[config.mk]
export PLATFORM = sky130hd
export DESIGN_NAME = sl_preceptron_host_driver_flat
export DESIGN_NICKNAME = d
export VERILOG_FILES = /design/src/rtl/sl_preceptron_host_driver_if.sv /design/src/rtl/sl_preceptron_host_driver.sv /design/src/flat_wrapper.sv
export SDC_FILE = /design/constraint.sdc
export NUM_CORES = 1
export LEC_CHECK = 0
export ABC_AREA = 0
export CAP_MARGIN = 10
export CORE_UTILIZATION = 48
export DETAILED_ROUTE_END_ITERATION = 10
export PLACE_DENSITY = 0.85
export SLEW_MARGIN = 0
export SYNTH_ARGS = -nofsm -noshare
export SYNTH_HDL_FRONTEND = slang
export SYNTH_SLANG_ARGS = --single-unit
[constraint.sdc]
create_clock -name clk -period 4.74 [get_ports clk]
set_input_delay 1.422 -clock clk [delete_from_list [all_inputs] [get_ports clk]]
set_output_delay 1.422 -clock clk [all_outputs]
set_load 0.01 [all_outputs]
[src/rtl/sl_preceptron_host_driver_if.sv]
// Bus between the host driver and the perceptron top: weight SRAM write port,
// lane data stream and the status readback the driver samples.
interface sl_preceptron_host_driver_if #(
    parameter int DATA_IN_LANES  = 4,
    parameter int DATA_IN_WIDTH  = 8,
    parameter int MEM_ADDR_WIDTH = 16,
    parameter int WEIGHTS_WIDTH  = 8,
    parameter int SUM_WIDTH      = 24
);
    logic                                    mem_wen;
    logic                                    mem_ren;
    logic [MEM_ADDR_WIDTH-1:0]               mem_addr;
    logic [WEIGHTS_WIDTH-1:0]                mem_wdata;
    logic                                    data_valid;
    logic [DATA_IN_WIDTH*DATA_IN_LANES-1:0]  data_in;
    logic [SUM_WIDTH-1:0]                    status_ai_sum;
    logic                                    status_ai_comparator;

    modport master (
        output mem_wen, mem_ren, mem_addr, mem_wdata, data_valid, data_in,
        input  status_ai_sum, status_ai_comparator
    );

    modport slave (
        input  mem_wen, mem_ren, mem_addr, mem_wdata, data_valid, data_in,
        output status_ai_sum, status_ai_comparator
    );
endinterface

[src/rtl/sl_preceptron_host_driver.sv]
// Host-side initiator for the perceptron: loads a weight vector into its SRAM,
// streams one input vector, waits a fixed latency and returns sum/comparator.
module sl_preceptron_host_driver #(
    parameter int DATA_IN_LANES  = 4,
    parameter int DATA_IN_WIDTH  = 8,
    parameter int MEM_ADDR_WIDTH = 16,
    parameter int WEIGHTS_WIDTH  = 8,
    parameter int VECTOR_LENGTH  = 64,
    parameter int SUM_WIDTH      = 24,
    parameter int WEIGHT_BASE    = 0,
    parameter int RESULT_WAIT    = 96
) (
    input  logic                                   clk,
    input  logic                                   rst_n,
    input  logic                                   start_load,
    input  logic                                   start_infer,
    output logic                                   busy,
    output logic                                   cmd_dropped,
    input  logic                                   s_w_valid,
    output logic                                   s_w_ready,
    input  logic [WEIGHTS_WIDTH-1:0]               s_w_data,
    input  logic                                   s_v_valid,
    output logic                                   s_v_ready,
    input  logic [DATA_IN_WIDTH*DATA_IN_LANES-1:0] s_v_data,
    sl_preceptron_host_driver_if.master            pcp,
    output logic                                   m_res_valid,
    input  logic                                   m_res_ready,
    output logic [SUM_WIDTH-1:0]                   m_res_sum,
    output logic                                   m_res_cmp
);
    localparam int BEAT_W = DATA_IN_WIDTH * DATA_IN_LANES;
    localparam int BEATS  = VECTOR_LENGTH / DATA_IN_LANES;
    localparam int WCW    = $clog2(VECTOR_LENGTH + 1);
    localparam int BCW    = $clog2(BEATS + 1);
    localparam int TCW    = $clog2(RESULT_WAIT + 1);

    typedef enum logic [2:0] {
        ST_IDLE,
        ST_LOAD_W,
        ST_STREAM,
        ST_WAIT,
        ST_RESULT
    } state_t;

    state_t                    state_q, state_d;
    logic [WCW-1:0]            wcnt_q, wcnt_d;
    logic [BCW-1:0]            bcnt_q, bcnt_d;
    logic [TCW-1:0]            wait_q, wait_d;
    logic                      mem_wen_q, mem_wen_d;
    logic [MEM_ADDR_WIDTH-1:0] mem_addr_q, mem_addr_d;
    logic [WEIGHTS_WIDTH-1:0]  mem_wdata_q, mem_wdata_d;
    logic                      data_valid_q, data_valid_d;
    logic [BEAT_W-1:0]         data_in_q, data_in_d;
    logic [SUM_WIDTH-1:0]      res_sum_q, res_sum_d;
    logic                      res_cmp_q, res_cmp_d;
    logic                      cmd_dropped_q, cmd_dropped_d;

    always_ff @(posedge clk or negedge rst_n) begin
        if (!rst_n) begin
            state_q       <= ST_IDLE;
            wcnt_q        <= '0;
            bcnt_q        <= '0;
            wait_q        <= '0;
            mem_wen_q     <= 1'b0;
            mem_addr_q    <= '0;
            mem_wdata_q   <= '0;
            data_valid_q  <= 1'b0;
            data_in_q     <= '0;
            res_sum_q     <= '0;
            res_cmp_q     <= 1'b0;
            cmd_dropped_q <= 1'b0;
        end else begin
            state_q       <= state_d;
            wcnt_q        <= wcnt_d;
            bcnt_q        <= bcnt_d;
            wait_q        <= wait_d;
            mem_wen_q     <= mem_wen_d;
            mem_addr_q    <= mem_addr_d;
            mem_wdata_q   <= mem_wdata_d;
            data_valid_q  <= data_valid_d;
            data_in_q     <= data_in_d;
            res_sum_q     <= res_sum_d;
            res_cmp_q     <= res_cmp_d;
            cmd_dropped_q <= cmd_dropped_d;
        end
    end

    always_comb begin
        state_d       = state_q;
        wcnt_d        = wcnt_q;
        bcnt_d        = bcnt_q;
        wait_d        = wait_q;
        mem_wen_d     = 1'b0;
        mem_addr_d    = mem_addr_q;
        mem_wdata_d   = mem_wdata_q;
        data_valid_d  = 1'b0;
        data_in_d     = data_in_q;
        res_sum_d     = res_sum_q;
        res_cmp_d     = res_cmp_q;
        cmd_dropped_d = 1'b0;

        case (state_q)
            ST_IDLE: begin
                // Load wins a tie; the losing infer command is reported as dropped.
                if (start_load) begin
                    state_d       = ST_LOAD_W;
                    wcnt_d        = '0;
                    cmd_dropped_d = start_infer;
                end else if (start_infer) begin
                    state_d = ST_STREAM;
                    bcnt_d  = '0;
                end
            end
            ST_LOAD_W: begin
                if (s_w_valid) begin
                    mem_wen_d   = 1'b1;
                    mem_addr_d  = MEM_ADDR_WIDTH'(WEIGHT_BASE) + MEM_ADDR_WIDTH'(wcnt_q);
                    mem_wdata_d = s_w_data;
                    wcnt_d      = wcnt_q + WCW'(1);
                    if (wcnt_q == WCW'(VECTOR_LENGTH - 1)) begin
                        state_d = ST_IDLE;
                    end
                end
            end
            ST_STREAM: begin
                if (s_v_valid) begin
                    data_valid_d = 1'b1;
                    data_in_d    = s_v_data;
                    bcnt_d       = bcnt_q + BCW'(1);
                    if (bcnt_q == BCW'(BEATS - 1)) begin
                        state_d = ST_WAIT;
                        wait_d  = TCW'(RESULT_WAIT);
                    end
                end
            end
            ST_WAIT: begin
                // Sampling on the count-of-one cycle puts the capture edge
                // RESULT_WAIT cycles after the last data_valid cycle.
                if (wait_q <= TCW'(1)) begin
                    res_sum_d = pcp.status_ai_sum;
                    res_cmp_d = pcp.status_ai_comparator;
                    state_d   = ST_RESULT;
                end else begin
                    wait_d = wait_q - TCW'(1);
                end
            end
            ST_RESULT: begin
                if (m_res_ready) begin
                    state_d = ST_IDLE;
                end
            end
            default: state_d = ST_IDLE;
        endcase

        if ((state_q != ST_IDLE) && (start_load || start_infer)) begin
            cmd_dropped_d = 1'b1;
        end
    end

    assign busy        = (state_q != ST_IDLE);
    assign s_w_ready   = (state_q == ST_LOAD_W);
    assign s_v_ready   = (state_q == ST_STREAM);
    assign m_res_valid = (state_q == ST_RESULT);
    assign m_res_sum   = res_sum_q;
    assign m_res_cmp   = res_cmp_q;
    assign cmd_dropped = cmd_dropped_q;

    // Reads are never issued, so the perceptron's SRAM lock is never contended.
    assign pcp.mem_ren    = 1'b0;
    assign pcp.mem_wen    = mem_wen_q;
    assign pcp.mem_addr   = mem_addr_q;
    assign pcp.mem_wdata  = mem_wdata_q;
    assign pcp.data_valid = data_valid_q;
    assign pcp.data_in    = data_in_q;

endmodule

[src/flat_wrapper.sv]
// flat-port wrapper written by rule: the top's interface ports become plain ports
module sl_preceptron_host_driver_flat 
#(
    parameter int DATA_IN_LANES  = 4,
    parameter int DATA_IN_WIDTH  = 8,
    parameter int MEM_ADDR_WIDTH = 16,
    parameter int WEIGHTS_WIDTH  = 8,
    parameter int VECTOR_LENGTH  = 64,
    parameter int SUM_WIDTH      = 24,
    parameter int WEIGHT_BASE    = 0,
    parameter int RESULT_WAIT    = 96
)
  (clk, rst_n, start_load, start_infer, busy, cmd_dropped, s_w_valid, s_w_ready, s_w_data, s_v_valid, s_v_ready, s_v_data, m_res_valid, m_res_ready, m_res_sum, m_res_cmp, pcp_mem_wen, pcp_mem_ren, pcp_mem_addr, pcp_mem_wdata, pcp_data_valid, pcp_data_in, pcp_status_ai_sum, pcp_status_ai_comparator);
  sl_preceptron_host_driver_if #(.DATA_IN_LANES(DATA_IN_LANES), .DATA_IN_WIDTH(DATA_IN_WIDTH), .MEM_ADDR_WIDTH(MEM_ADDR_WIDTH), .WEIGHTS_WIDTH(WEIGHTS_WIDTH), .SUM_WIDTH(SUM_WIDTH)) pcp_i ();
  input  logic clk;
  input  logic rst_n;
  input  logic start_load;
  input  logic start_infer;
  output logic busy;
  output logic cmd_dropped;
  input  logic s_w_valid;
  output logic s_w_ready;
  input  logic [WEIGHTS_WIDTH-1:0] s_w_data;
  input  logic s_v_valid;
  output logic s_v_ready;
  input  logic [DATA_IN_WIDTH*DATA_IN_LANES-1:0] s_v_data;
  output logic m_res_valid;
  input  logic m_res_ready;
  output logic [SUM_WIDTH-1:0] m_res_sum;
  output logic m_res_cmp;
  output wire logic [$bits(pcp_i.mem_wen)-1:0] pcp_mem_wen;
  output wire logic [$bits(pcp_i.mem_ren)-1:0] pcp_mem_ren;
  output wire logic [$bits(pcp_i.mem_addr)-1:0] pcp_mem_addr;
  output wire logic [$bits(pcp_i.mem_wdata)-1:0] pcp_mem_wdata;
  output wire logic [$bits(pcp_i.data_valid)-1:0] pcp_data_valid;
  output wire logic [$bits(pcp_i.data_in)-1:0] pcp_data_in;
  input wire logic [$bits(pcp_i.status_ai_sum)-1:0] pcp_status_ai_sum;
  input wire logic [$bits(pcp_i.status_ai_comparator)-1:0] pcp_status_ai_comparator;
  assign pcp_mem_wen = pcp_i.mem_wen;
  assign pcp_mem_ren = pcp_i.mem_ren;
  assign pcp_mem_addr = pcp_i.mem_addr;
  assign pcp_mem_wdata = pcp_i.mem_wdata;
  assign pcp_data_valid = pcp_i.data_valid;
  assign pcp_data_in = pcp_i.data_in;
  assign pcp_i.status_ai_sum = pcp_status_ai_sum;
  assign pcp_i.status_ai_comparator = pcp_status_ai_comparator;
  sl_preceptron_host_driver #(.DATA_IN_LANES(DATA_IN_LANES), .DATA_IN_WIDTH(DATA_IN_WIDTH), .MEM_ADDR_WIDTH(MEM_ADDR_WIDTH), .WEIGHTS_WIDTH(WEIGHTS_WIDTH), .VECTOR_LENGTH(VECTOR_LENGTH), .SUM_WIDTH(SUM_WIDTH), .WEIGHT_BASE(WEIGHT_BASE), .RESULT_WAIT(RESULT_WAIT)) u_core (.clk(clk), .rst_n(rst_n), .start_load(start_load), .start_infer(start_infer), .busy(busy), .cmd_dropped(cmd_dropped), .s_w_valid(s_w_valid), .s_w_ready(s_w_ready), .s_w_data(s_w_data), .s_v_valid(s_v_valid), .s_v_ready(s_v_ready), .s_v_data(s_v_data), .pcp(pcp_i), .m_res_valid(m_res_valid), .m_res_ready(m_res_ready), .m_res_sum(m_res_sum), .m_res_cmp(m_res_cmp));
endmodule
==> results of run 1 <==
## worst min-delay path: stages, from the launching register on
cell and delay, ns:
dfrtp_1 0.35, nand2_1 0.05, nand2_1 0.06
## cell type report
type	instances	area share
tap	105	0.0222
timing repair buffer	153	0.257
inverter	6	0.00381
clock inverter	6	0.00740
multi-input combinational	251	0.277
sequential	97	0.410
clock buffer	10	0.0216
## routing by layer
metal,share of wire,GRT usage
met4,0.014,0.0647
met1,0.42,0.258
met2,0.49,0.348
met3,0.074,0.0624
met5,0,0
## path summary, 6_finish.rpt
path                                                           end  slack [ns]  cells after the start
worst max-delay path                                     s_w_ready        1.22                      3
worst min register to register   u_core.pcp.data_in[8]$_DFFE_PN0P_        0.48                      2
worst max register to register        u_core.bcnt_q[3]$_DFFE_PN0P_        2.26                      7
max in group asynchronous       u_core.pcp.data_in[27]$_DFFE_PN0P_        2.67                      2
worst min-delay path             u_core.pcp.data_in[8]$_DFFE_PN0P_        0.48                      2
min in group asynchronous         u_core.m_res_sum[18]$_DFFE_PN0P_        1.23                      1
## power breakdown
group          switching [mW]  total (mW)  leakage [nW]  internal [mW]
sequential              0.254        1.44          1.23           1.18
clock                   0.287       0.480        0.0866          0.193
combinational           0.669        1.58          1.38          0.906
## through the flow
stage / utilization / instances / hold WS (ns) / worst slack [ns] / power (mW)
floorplan: - / 380 / 0.450 / 2.05 / 2.21
global placement: 0.685 / 612 / 0.457 / 1.36 / 2.96
detailed placement: 0.685 / 612 / 0.461 / 1.31 / 3.03
CTS: 0.706 / 628 / 0.486 / 1.22 / 3.52
global route: 0.706 / 628 / 0.513 / 1.12 / 3.73
finish: 0.706 / 628 / 0.485 / 1.22 / 3.49
## sequential cells by signal (all words and copies together) (netlist names)
signal,flops
u_core.pcp.data_in,32
u_core.pcp.mem_addr,7
u_core.m_res_cmp,1
u_core.pcp.mem_wdata,8
u_core.wait_q,7
u_core.pcp.mem_wen,1
u_core.bcnt_q,5
u_core.wcnt_q,7
u_core.m_res_sum,24
u_core.pcp.data_valid,1
u_core.cmd_dropped,1
u_core.state_q,3
## layout by cell type, fill, tap and decap left out, types with 3 or more instances in the layout
master / Yosys / final
inv_1: 5 / 5
a21oi_1: 7 / 7
nor3b_1: 3 / 3
nor2_1: 11 / 11
xnor2_1: 4 / 4
conb_1: 1 / 10
clkbuf_8: 0 / 9
nor4_1: 6 / 6
mux2_2: 21 / 21
nor3_1: 3 / 3
o21ai_0: 6 / 6
dfrtp_1: 97 / 97
buf_4: 10 / 4
or2_2: 3 / 3
nand3_1: 7 / 7
ha_1: 5 / 5
mux2_4: 19 / 19
clkdlybuf4s50_1: 0 / 149
xor2_1: 3 / 3
nand2_1: 109 / 109
## logic make-up (layout without fill, tap and decap cells)
family,Yosys count,in the layout
AO/OA/AOI/OAI,25,25
XOR/XNOR,7,7
adder cells (fa/ha/maj),6,6
buffers and inverters,32,175
flip-flops,97,97
multiplexers,42,42
other,1,10
AND/OR/NAND/NOR,161,161
==> impl_metrics.py, run 1 <==
metrics = {
    "status": {
        "status": "finished clean",
    },
    "synth": {
        "synth_largest_area_cell": "dfrtp_1",
        "synth_area_per_cell_um2": 11.4,
        "async_flop_share": 1.00,
        "synth_common_cells": "109 x nand2_1, 97 x dfrtp_1, 21 x mux2_2",
        "synth_top_family_by_area": "simple AND/OR/NAND/NOR gates",
        "synthCells": 371,
        "synthAdderAreaFrac": 0.0172,
        "synth.most_common_cell": "nand2_1",
        "ys.flop_type": "dfrtp_1",
        "ys_warn_count": 0,
        "synth_edf_count": 0,
        "synth_area_mm2": 0.00423,
        "synth-simple-area-share": 0.175,
        "synth_cell_types": 51,
        "synthMuxAreaShare": 0.128,
        "yosys.area_share.xor_xnor": 0.0145,
        "ys_top_cells_by_area": "dfrtp_1 57%, nand2_1 9.7%, mux2_4 6.7%, mux2_2 5.6%, buf_4 1.8%",
        "synth_top_area_frac": 0.574,
        "synth_seq_area_share": 0.574,
        "synth_seq_cells": 97,
        "synth-compound-area-share": 0.0406,
    },
    "cells_and_area": {
        "regArea_mm2": 0.00243,
        "drive_above_1_share": 0.141,
        "multi_input_area_mm2": 0.00164,
        "area_delta_synth_final_pct": 39.9,
        "fin_area_mm2": 0.00591,
        "diodes": 0,
        "fillers": 619,
        "fin_nets": 595,
    },
    "setup_path": {
        "critPathMaxFanout": 12,
        "critical_path_class": "reg2out",
        "cp_cell_sequence": "or2_2 -> nor2_1 -> clkdlybuf4s50_1",
        "cp.arrival_ns": 2.09,
        "r2r-start": "u_core.state_q[1]$_DFFE_PN0P_",
        "crit_family": "simple AND/OR/NAND/NOR gates",
        "path_buf_inv": 1,
        "end_kind": "primary output",
        "start_kind": "flip-flop",
        "critPathRequiredTime_ns": 3.32,
        "max_stage_delay_ns": 0.58,
        "crit_slowest_cell": "clkdlybuf4s50_1",
        "startpoint": "u_core.state_q[1]$_DFFE_PN0P_",
    },
    "timing": {
        "rsz0062_at_grt": "false",
        "fin_crit_ns": 3.52,
        "clock_skew_ns": 0.0114,
        "tns_ns": 0,
        "finalMaxSlewViolations": 0,
        "fin_crit_sh": 0.742,
        "finalSetupViolCount": 0,
        "hold_violations": 0,
        "max-slew-margin-rel": 0.304,
        "fmax_ghz": 0.284,
        "worst_slew_pin_slew_ns": 1.04,
    },
    "die": {
        "core-area_mm2": 0.00838,
        "io_pins": 161,
        "num_rows": 33,
        "dieHeight_um": 95.8,
        "initial_core_util": 0.504,
        "fp.dieW_um": 95.8,
        "dieArea_mm2": 0.00918,
    },
    "placed_design": {
        "place.gp.congestion": 0.799,
        "placed_cell_area_mm2": 0.00574,
        "dpl.hpwl_um": 6770,
        "numPortBuffers": 150,
    },
    "job": {
        "timing.max_cap.violations": 0,
    },
    "clocking": {
        "cts.clk_slew.worst_paths_ns": 0.10,
        "numCtsBuffers": 9,
        "ctsHoldBuffers": 0,
        "tritoncts": "yes",
        "cts.path.max_buffers": 2,
        "cts-root-buf": "clkbuf_8",
        "numClockSinks": 97,
        "cts_max_level": 3,
        "cts-resized-gates": 0,
        "cts_setup_buffers": 0,
        "clock_latency_ns": 0.35,
    },
    "routing": {
        "vias": 3204,
        "wl_per_cell_um": 15.1,
        "drt_iter0_markers": 224,
        "drt_pass1_iterations": 4,
        "avgViaCountPerCell": 5.10,
        "wirelength_um": 9460,
        "drc": 0,
        "ant_nets": 0,
    },
    "global_route": {
        "grt_pass1_vias": 3110,
        "grt-ovfl-total": 0,
        "antenna_found_initial": 0,
        "grt_max_degree": 82,
        "grt_usage": 0.207,
        "grt_pass1_wl_um": 14600,
    },
    "min_path": {
        "hp-class": "reg2reg",
        "min_from": "u_core.pcp.data_in[8]$_DFFE_PN0P_",
    },
    "power": {
        "powerDensity_mw_per_mm2": 590,
        "p_leak_nw": 2.69,
        "peakVddDrop_mv": 0.303,
    },
}
Power figures use the tool's default switching activity.
==> run 2, diff against run 1 <==
--- a/config.mk
+++ b/config.mk
@@ -7,9 +7,9 @@
 export LEC_CHECK = 0
 export ABC_AREA = 0
 export CAP_MARGIN = 10
-export CORE_UTILIZATION = 48
+export CORE_UTILIZATION = 44
 export DETAILED_ROUTE_END_ITERATION = 10
-export PLACE_DENSITY = 0.85
+export PLACE_DENSITY = 0.79
 export SLEW_MARGIN = 0
 export SYNTH_ARGS = -nofsm -noshare
 export SYNTH_HDL_FRONTEND = slang
==> constraint.sdc (replaced) <==
create_clock -name clk -period 3.33 [get_ports clk]
set_input_delay 0.999 -clock clk [delete_from_list [all_inputs] [get_ports clk]]
set_output_delay 0.999 -clock clk [all_outputs]
set_load 0.01 [all_outputs]
==> run 2 against run 1 <==
Utilization decreased by 5.6 points. Clock skew increased by 0.0021 ns. Final area increased by 2.0%. Wire length decreased by 2.7%. Critical path type unchanged.
==> impl_metrics.py, run 2 (synthesis gave the netlist of run 1 again) <==
metrics = {
    "setup_path": {
        "critPathMaxFanout": 12,
        "start_kind": "flip-flop",
        "crit_family": "simple AND/OR/NAND/NOR gates",
        "crit_slowest_cell": "clkdlybuf4s50_1",
        "end_kind": "primary output",
        "cp_cell_sequence": "or2_2 -> nor2_1 -> clkdlybuf4s50_1",
        "path_buf_inv": 1,
        "path_depth": 3,
        "critPathRequiredTime_ns": 2.33,
        "critical_path_class": "reg2out",
        "max_stage_delay_ns": 0.58,
        "cp.arrival_ns": 2.06,
        "worstRegToRegCells": 4,
    },
    "power": {
        "powerDensity_mw_per_mm2": 856,
        "peakVddDrop_mv": 0.488,
        "finalPower_mw": 5.16,
        "p_int_mw": 3.48,
        "power_frac_seq": 0.394,
        "pwr-share-comb": 0.435,
        "pwr-share-clk": 0.171,
        "p_sw_mw": 1.69,
        "swShare": 0.326,
        "p_leak_nw": 2.73,
    },
    "cells_and_area": {
        "area_delta_synth_final_pct": 42.7,
        "fin_area_mm2": 0.00603,
        "fillers": 760,
        "diodes": 0,
        "final_cells": 653,
        "largest_reg_flops": 32,
        "multi_input_area_mm2": 0.00164,
        "fin_nets": 597,
        "regArea_mm2": 0.00243,
        "layout_common_cells": "149 x clkdlybuf4s50_1, 109 x nand2_1, 97 x dfrtp_1",
        "drive_above_1_share": 0.143,
        "final_common_cell": "clkdlybuf4s50_1",
    },
    "routing": {
        "wirelength_um": 9210,
        "highest_layer": "met4",
        "drt_pass1_iterations": 4,
        "wl_met1_um": 3970,
        "drt_iter0_markers": 169,
        "drc": 0,
        "avgViaCountPerCell": 4.90,
        "vias": 3197,
        "wl_met3_um": 654,
        "ant_nets": 0,
        "wl_per_cell_um": 14.1,
        "routed-wl-met2_um": 4500,
    },
    "die": {
        "initial_core_util": 0.455,
        "fp.dieW_um": 100,
        "io_pins": 161,
        "num_rows": 35,
        "dieArea_mm2": 0.0100,
        "dieHeight_um": 100,
        "core-area_mm2": 0.00928,
    },
    "timing": {
        "worst_slack_ns": 0.275,
        "tns_ns": 0,
        "fmax_ghz": 0.327,
        "max-slew-margin-rel": 0.588,
        "finalMaxSlewViolations": 0,
        "worst_slew_pin_slew_ns": 0.618,
        "hold_violations": 0,
        "fin_crit_ns": 3.06,
        "rsz0062_at_grt": "false",
        "fin_crit_sh": 0.918,
        "finalSetupViolCount": 0,
        "clock_skew_ns": 0.0135,
    },
    "placed_design": {
        "place.gp.congestion": 0.872,
        "numPortBuffers": 150,
        "dpl.hpwl_um": 6620,
        "place_inst": 638,
        "placed_cell_area_mm2": 0.00580,
        "place_ws_ns": 0.654,
    },
    "clocking": {
        "numClockSinks": 97,
        "cts.clk_slew.worst_paths_ns": 0.10,
        "tritoncts": "yes",
        "ctsHoldBuffers": 0,
        "cts.path.max_buffers": 2,
        "cts-root-buf": "clkbuf_8",
        "numCtsBuffers": 9,
        "cts_max_level": 3,
        "cts_setup_buffers": 0,
        "cts-resized-gates": 0,
        "clock_latency_ns": 0.34,
    },
    "global_route": {
        "grt_usage": 0.189,
        "grt_pass1_vias": 3160,
        "grt_pass1_wl_um": 15100,
        "antenna_found_initial": 0,
        "grt_max_degree": 51,
        "grt-ovfl-total": 0,
    },
    "min_path": {
        "hp-class": "reg2reg",
        "min_delay_path_depth": 2,
    },
    "status": {
        "status": "finished clean",
    },
    "job": {
        "timing.max_cap.violations": 0,
    },
}
-- run 2: worst register-to-register path: stages (launching register included) --
cell	delay, ns
dfrtp_1	0.42
or4_4	0.59
nor3_4	0.26
and3_4	0.53
mux2_2	0.40
-- run 2: final timing paths --
| check | startpoint | endpoint | slack (ns) |
|---|---|---|---|
| hold reg to reg | u_core.pcp.data_in[10]$_DFFE_PN0P_ | u_core.pcp.data_in[10]$_DFFE_PN0P_ | 0.48 |
| setup reg to reg | u_core.wait_q[4]$_DFFE_PN0P_ | u_core.m_res_sum[0]$_DFFE_PN0P_ | 1.02 |
| setup / recovery | u_core.state_q[1]$_DFFE_PN0P_ | s_w_ready | 0.27 |
| min in group asynchronous | rst_n | u_core.wait_q[4]$_DFFE_PN0P_ | 0.67 |
| hold / removal | u_core.pcp.data_in[10]$_DFFE_PN0P_ | u_core.pcp.data_in[10]$_DFFE_PN0P_ | 0.48 |
| max in group asynchronous | rst_n | u_core.pcp.data_in[30]$_DFFE_PN0P_ | 1.98 |
-- run 2: final cells by class --
class,instances,share of cell area
multi-input combinational,251,0.272
sequential,97,0.402
clock buffer,10,0.0212
inverter,6,0.00373
timing repair buffer,155,0.257
clock inverter,5,0.0174
tap,129,0.0268
-- run 2: metal layers --
layer | global-route usage | up-vias
li1 | - | 1526
met3 | 0.0501 | 7
met4 | 0.0479 | 0
met1 | 0.251 | 1551
met5 | 0 | -
met2 | 0.312 | 113
-- run 2: power by group through the flow --
| stage | Sequential [mW] | Clock, mW | Combinational (mW) |
|---|---|---|---|
| after floorplan | 2.18 | 0 | 0.964 |
| after global placement | 2.03 | 0 | 2.21 |
| after detailed placement | 2.06 | 0 | 2.26 |
| after CTS | 2.04 | 0.917 | 2.28 |
| after global routing | 2.11 | 0.966 | 2.45 |
| final | 2.03 | 0.884 | 2.25 |
-- run 2: through the flow --
| stage | util | hold WS [ns] |
|---|---|---|
| final | 0.650 | 0.476 |
| after floorplan | - | 0.450 |
| after detailed placement | 0.625 | 0.461 |
| after global routing | 0.650 | 0.516 |
| after global placement | 0.625 | 0.457 |
| after CTS | 0.650 | 0.483 |
==> run 3, diff against run 2 <==
--- a/config.mk
+++ b/config.mk
@@ -14,3 +14,4 @@
 export SYNTH_ARGS = -nofsm -noshare
 export SYNTH_HDL_FRONTEND = slang
 export SYNTH_SLANG_ARGS = --single-unit
+export TNS_END_PERCENT = 1
==> results of run 3 <==
Same layout as run 2: the final DEF is identical, and so are final timing and power.
